### config.mk
export PLATFORM = sky130hd
export DESIGN_NAME = mem_port_arbiter
export DESIGN_NICKNAME = d
export VERILOG_FILES = /design/src/rtl/mem_port_arbiter.sv
export SDC_FILE = /design/constraint.sdc
export NUM_CORES = 1
export LEC_CHECK = 0
export CORE_AREA = 2 2 98 100
export CTS_CLUSTER_SIZE = 10
export DETAILED_ROUTE_END_ITERATION = 12
export DIE_AREA = 0 0 100 102
export PLACE_DENSITY = 0.9
export SYNTH_ARGS = -nofsm -noshare
export SYNTH_HDL_FRONTEND = slang
export SYNTH_SLANG_ARGS = --single-unit
### constraint.sdc
create_clock -name clk_i -period 4.1 [get_ports clk_i]
set_input_delay 0.82 -clock clk_i [delete_from_list [all_inputs] [get_ports clk_i]]
set_output_delay 0.82 -clock clk_i [all_outputs]
set_load 0.01 [all_outputs]
### src/rtl/mem_port_arbiter.sv
// Two-port arbiter in front of a single-port synchronous memory: round-robin
// grant with a lock for port 1, and a latency-matched read-return pipeline.
//
// state | meaning
// ARB   | round-robin between req0 and req1, last-granted loses ties
// OWN1  | port 1 holds the memory while lock1_i is high; req0 is never granted

module mem_port_arbiter #(
   parameter int ADDR_WIDTH   = 14,
   parameter int NB_COL       = 4,
   parameter int READ_LATENCY = 2
) (
   input  logic                    clk_i,
   input  logic                    rst_i,
   input  logic                    req0_i,
   input  logic [NB_COL-1:0]       we0_i,
   input  logic [ADDR_WIDTH-1:0]   addr0_i,
   input  logic [NB_COL*8-1:0]     wdata0_i,
   input  logic                    req1_i,
   input  logic [NB_COL-1:0]       we1_i,
   input  logic [ADDR_WIDTH-1:0]   addr1_i,
   input  logic [NB_COL*8-1:0]     wdata1_i,
   input  logic                    lock1_i,
   output logic                    gnt0_o,
   output logic                    gnt1_o,
   output logic                    rvalid0_o,
   output logic [NB_COL*8-1:0]     rdata0_o,
   output logic                    rvalid1_o,
   output logic [NB_COL*8-1:0]     rdata1_o,
   output logic [ADDR_WIDTH-1:0]   mem_addr_o,
   output logic [NB_COL*8-1:0]     mem_din_o,
   output logic [NB_COL-1:0]       mem_we_o,
   output logic                    mem_en_o,
   input  logic [NB_COL*8-1:0]     mem_dout_i
);

   typedef enum logic {ARB, OWN1} state_t;

   state_t                  state;
   logic                    last;
   logic                    gnt0;
   logic                    gnt1;
   logic                    rd_push;
   logic [READ_LATENCY-1:0] pipe_vld;
   logic [READ_LATENCY-1:0] pipe_id;
   logic                    ret_vld;
   logic                    ret_id;
   logic [NB_COL*8-1:0]     hold0;
   logic [NB_COL*8-1:0]     hold1;

   // last=1 means port 1 was granted most recently, so port 0 wins a tie
   always_comb begin
      gnt0 = 1'b0;
      gnt1 = 1'b0;
      if (!rst_i) begin
         if (state == OWN1) begin
            gnt1 = req1_i;
         end else if (req0_i && req1_i) begin
            if (last) gnt0 = 1'b1;
            else      gnt1 = 1'b1;
         end else begin
            gnt0 = req0_i;
            gnt1 = req1_i;
         end
      end
   end

   always_ff @(posedge clk_i or posedge rst_i) begin
      if (rst_i) begin
         state <= ARB;
         last  <= 1'b1;
      end else begin
         if (gnt0 || gnt1) last <= gnt1;
         case (state)
            ARB:     if (gnt1 && lock1_i) state <= OWN1;
            OWN1:    if (!lock1_i)        state <= ARB;
            default:                      state <= ARB;
         endcase
      end
   end

   assign gnt0_o     = gnt0;
   assign gnt1_o     = gnt1;
   assign mem_en_o   = gnt0 || gnt1;
   assign mem_addr_o = gnt1 ? addr1_i  : addr0_i;
   assign mem_din_o  = gnt1 ? wdata1_i : wdata0_i;
   assign mem_we_o   = gnt1 ? we1_i : (gnt0 ? we0_i : '0);

   assign rd_push = (gnt0 && (we0_i == '0)) || (gnt1 && (we1_i == '0));

   // One stage per cycle of memory latency; the last stage lines up with mem_dout_i
   if (READ_LATENCY == 1) begin : g_pipe_l1
      always_ff @(posedge clk_i or posedge rst_i) begin
         if (rst_i) begin
            pipe_vld <= '0;
            pipe_id  <= '0;
         end else begin
            pipe_vld <= rd_push;
            pipe_id  <= gnt1;
         end
      end
   end else begin : g_pipe_ln
      always_ff @(posedge clk_i or posedge rst_i) begin
         if (rst_i) begin
            pipe_vld <= '0;
            pipe_id  <= '0;
         end else begin
            pipe_vld <= {pipe_vld[READ_LATENCY-2:0], rd_push};
            pipe_id  <= {pipe_id[READ_LATENCY-2:0], gnt1};
         end
      end
   end

   assign ret_vld   = pipe_vld[READ_LATENCY-1];
   assign ret_id    = pipe_id[READ_LATENCY-1];
   assign rvalid0_o = ret_vld && !ret_id;
   assign rvalid1_o = ret_vld && ret_id;

   always_ff @(posedge clk_i or posedge rst_i) begin
      if (rst_i) begin
         hold0 <= '0;
         hold1 <= '0;
      end else begin
         if (rvalid0_o) hold0 <= mem_dout_i;
         if (rvalid1_o) hold1 <= mem_dout_i;
      end
   end

   assign rdata0_o = rvalid0_o ? mem_dout_i : hold0;
   assign rdata1_o = rvalid1_o ? mem_dout_i : hold1;

endmodule

==> impl_metrics.json, run 1 <==
{
  "outcome": "complete, no violations",
  "cts_root_buffer": "clkbuf_8",
  "clk_pin_slew_ns": 0.07,
  "tritoncts.num_buffers": 9,
  "yosys_warnings": 0,
  "tritoncts": "built",
  "yosysTopAreaCell": "dfrtp_1",
  "layout.cells.most_common_list": "clkdlybuf4s50_1, mux2_2, dfrtp_1",
  "fin_cells": 589,
  "synth-seq-cells": 70,
  "path_class": "input pin to primary output",
  "path_buf_inv": 3,
  "crit_family": "buffers and inverters",
  "synth.avg_cell_area_um2": 15.00,
  "maxCapViolations": 0,
  "ys_top_cells_by_area": "dfrtp_1, mux2_2, mux2_1, buf_6, a22o_1",
  "port-buffer-count": 255,
  "fin_crit_sh_pct": 93.80,
  "vias_per_cell": 4.866,
  "fin_nets": 610,
  "drc": 0,
  "fmax_mhz": 260.0,
  "irDropWorstVdd_v": 0.0002075,
  "fin_ws_ns": 0.2542,
  "crit_top_cell": "clkdlybuf4s50_1",
  "crit_required_ns": 3.28,
  "synth_top_area_share_pct": 53.55,
  "cp_data_arrival_time_ns": 3.03,
  "timing.rr.start": "pipe_id[1]",
  "dp_slack_ns": 0.2944,
  "post_cts_buffers": 0,
  "dp_hpwl_um": 9043,
  "finalHoldViolations": 0,
  "syn_to_final_growth_pct": 89.06,
  "gp_congestion": 0.8678,
  "drt-initial-drc-count": 53,
  "cp-end-kind": "primary output",
  "antenna_found_initial": 0,
  "grtUsageTotal_pct": 21.77,
  "relSlewSlack_pct": 34.47,
  "grt_setup_unrepaired": "false",
  "synthesis.nets": 352,
  "final_common_cell": "clkdlybuf4s50_1",
  "worst-r2r-cell-count": 2,
  "postSynthCellCount": 215,
  "slew_violations": 0,
  "die_height_um": 102,
  "htreeDepth": 3,
  "grt_pass1_wl_um": 16810,
  "period_needed_ns": 3.846,
  "min_path_type": "flop to flop",
  "p_leak_nw": 2.517,
  "cts.sinks": 70,
  "ctsHoldBuffers": 0,
  "power_density_mw_per_mm2": 389.5,
  "avgRoutedWirePerCell_um": 19.13,
  "hold_path_depth": 0,
  "max_stage_delay_ns": 0.50,
  "rrSetupSlack_ns": 2.33,
  "cts-resized-gates": 0,
  "path_max_fanout": 12,
  "drive_gt1_share_pct": 22.22,
  "ys_seq_area_share_pct": 54.37,
  "clock_skew_ns": 0.004508,
  "min_from": "pipe_id[0]",
  "dp_cells": 573,
  "grt_max_degree": 37,
  "gr-total-overflow": 0,
  "worstMarginPinSlew_ns": 0.9809,
  "clkLatencyLatePin_ns": 0.33,
  "setup_viol": 0,
  "vias": 2866,
  "dieWidth_um": 100,
  "drt-pass1-iter-count": 4,
  "pin_count": 256,
  "rows": 35,
  "start_util_pct": 35.40,
  "postLayoutCoreUtil_pct": 66.92,
  "first_global_vias": 3199,
  "synth_flop_cell": "dfrtp_1",
  "synthArstFlopShare_pct": 100.0,
  "startpoint_type": "input pin",
  "dieArea_mm2": 0.01020,
  "crit_path_cell_trace": "clkdlybuf4s50_1 > nor2b_1 > a21o_2 > clkinv_1 > or2_2 > clkdlybuf4s50_1",
  "slowest_stage": "clkdlybuf4s50_1",
  "synth_area_mm2": 0.003224,
  "ant_nets": 0,
  "r2r-end": "hold0[3]",
  "clk_path_buf_depth": 2,
  "core_mm2": 0.009109,
  "min_to": "pipe_id[1]",
  "fin_setup_tns_ns": 0,
  "synth_cell_type_count": 22,
  "synth_edf_count": 0,
  "wl_um": 11270
}
==> where the power goes <==
group,total (W),switching (W),internal (W)
Combinational,0.000904,0.000337,0.000567
Sequential,0.000874,0.0000399,0.000834
Clock,0.000597,0.000258,0.000339
Total,0.00237,0.000635,0.00174
==> routing by layer <==
metal  global-route usage (%)  routed length [um]  up-vias
li1                         -                   -     1288
met1                    23.89                4177     1396
met2                    39.50                5865      156
met3                    7.319                 894       26
met4                    7.692                 331        0
met5                        0                   0        -
==> worst max path at each step <==
stage          cells past startpoint      endpoint   start
2_1_floorplan                      5      mem_en_o  req0_i
3_3_place_gp                       6  mem_din_o[4]   rst_i
3_5_place_dp                       6  mem_din_o[4]  req0_i
4_1_cts                            6      mem_en_o  req0_i
5_1_grt                            6      mem_en_o  req0_i
6_report                           6      mem_en_o  req0_i
==> cell type report <==
type / count / area, um2
fillers: 696 / 3013
repair buffers: 259 / 2595
flip-flops and latches: 70 / 1753
multi-input cells: 129 / 1381
well taps: 111 / 138.9
clock buffers: 9 / 123.9
clock inverters: 6 / 86.33
inverters: 4 / 15.01
diodes: 1 / 2.502
==> cells by family after synthesis <==
logic type,share of synthesized area (%)
compound gates,2.445
buf+inv,3.065
flops,54.37
mux,38.42
simple gates,1.708
==> state kept, by name, indices dropped and copies added, names as in the netlist <==
register  flops
pipe_id       2
state         1
hold0        32
pipe_vld      2
hold1        32
last          1
==> stage by stage <==
step,hold slack (ns),area [um2],power (W)
CTS,0.3612,6093,0.002406
detailed placement,0.3434,5883,0.001795
global placement,0.3355,5883,0.001760
floorplan,0.3312,3224,0.001223
global route,0.3655,6093,0.002493
finish,0.3563,6096,0.002375
==> cell usage after synthesis, types with 2 or more instances <==
| cell | count |
|---|---|
| mux2_2 | 80 |
| dfrtp_1 | 69 |
| mux2_1 | 30 |
| buf_2 | 7 |
| a22o_1 | 4 |
| buf_6 | 4 |
| inv_1 | 3 |
| a21o_1 | 2 |
| nand2_1 | 2 |
| nor2b_1 | 2 |
==> worst register-to-register path: stages (launching register included) <==
cell and delay, ns:
dfrtp_1 0.42, nor2b_4 0.78, mux2_2 0.46
Power figures use the tool's default switching activity.
==> run 2, diff against run 1 <==
- SLEW_MARGIN: not set -> 20
==> results of run 2 <==
Final layout, timing and power as in run 1 (identical DEF).
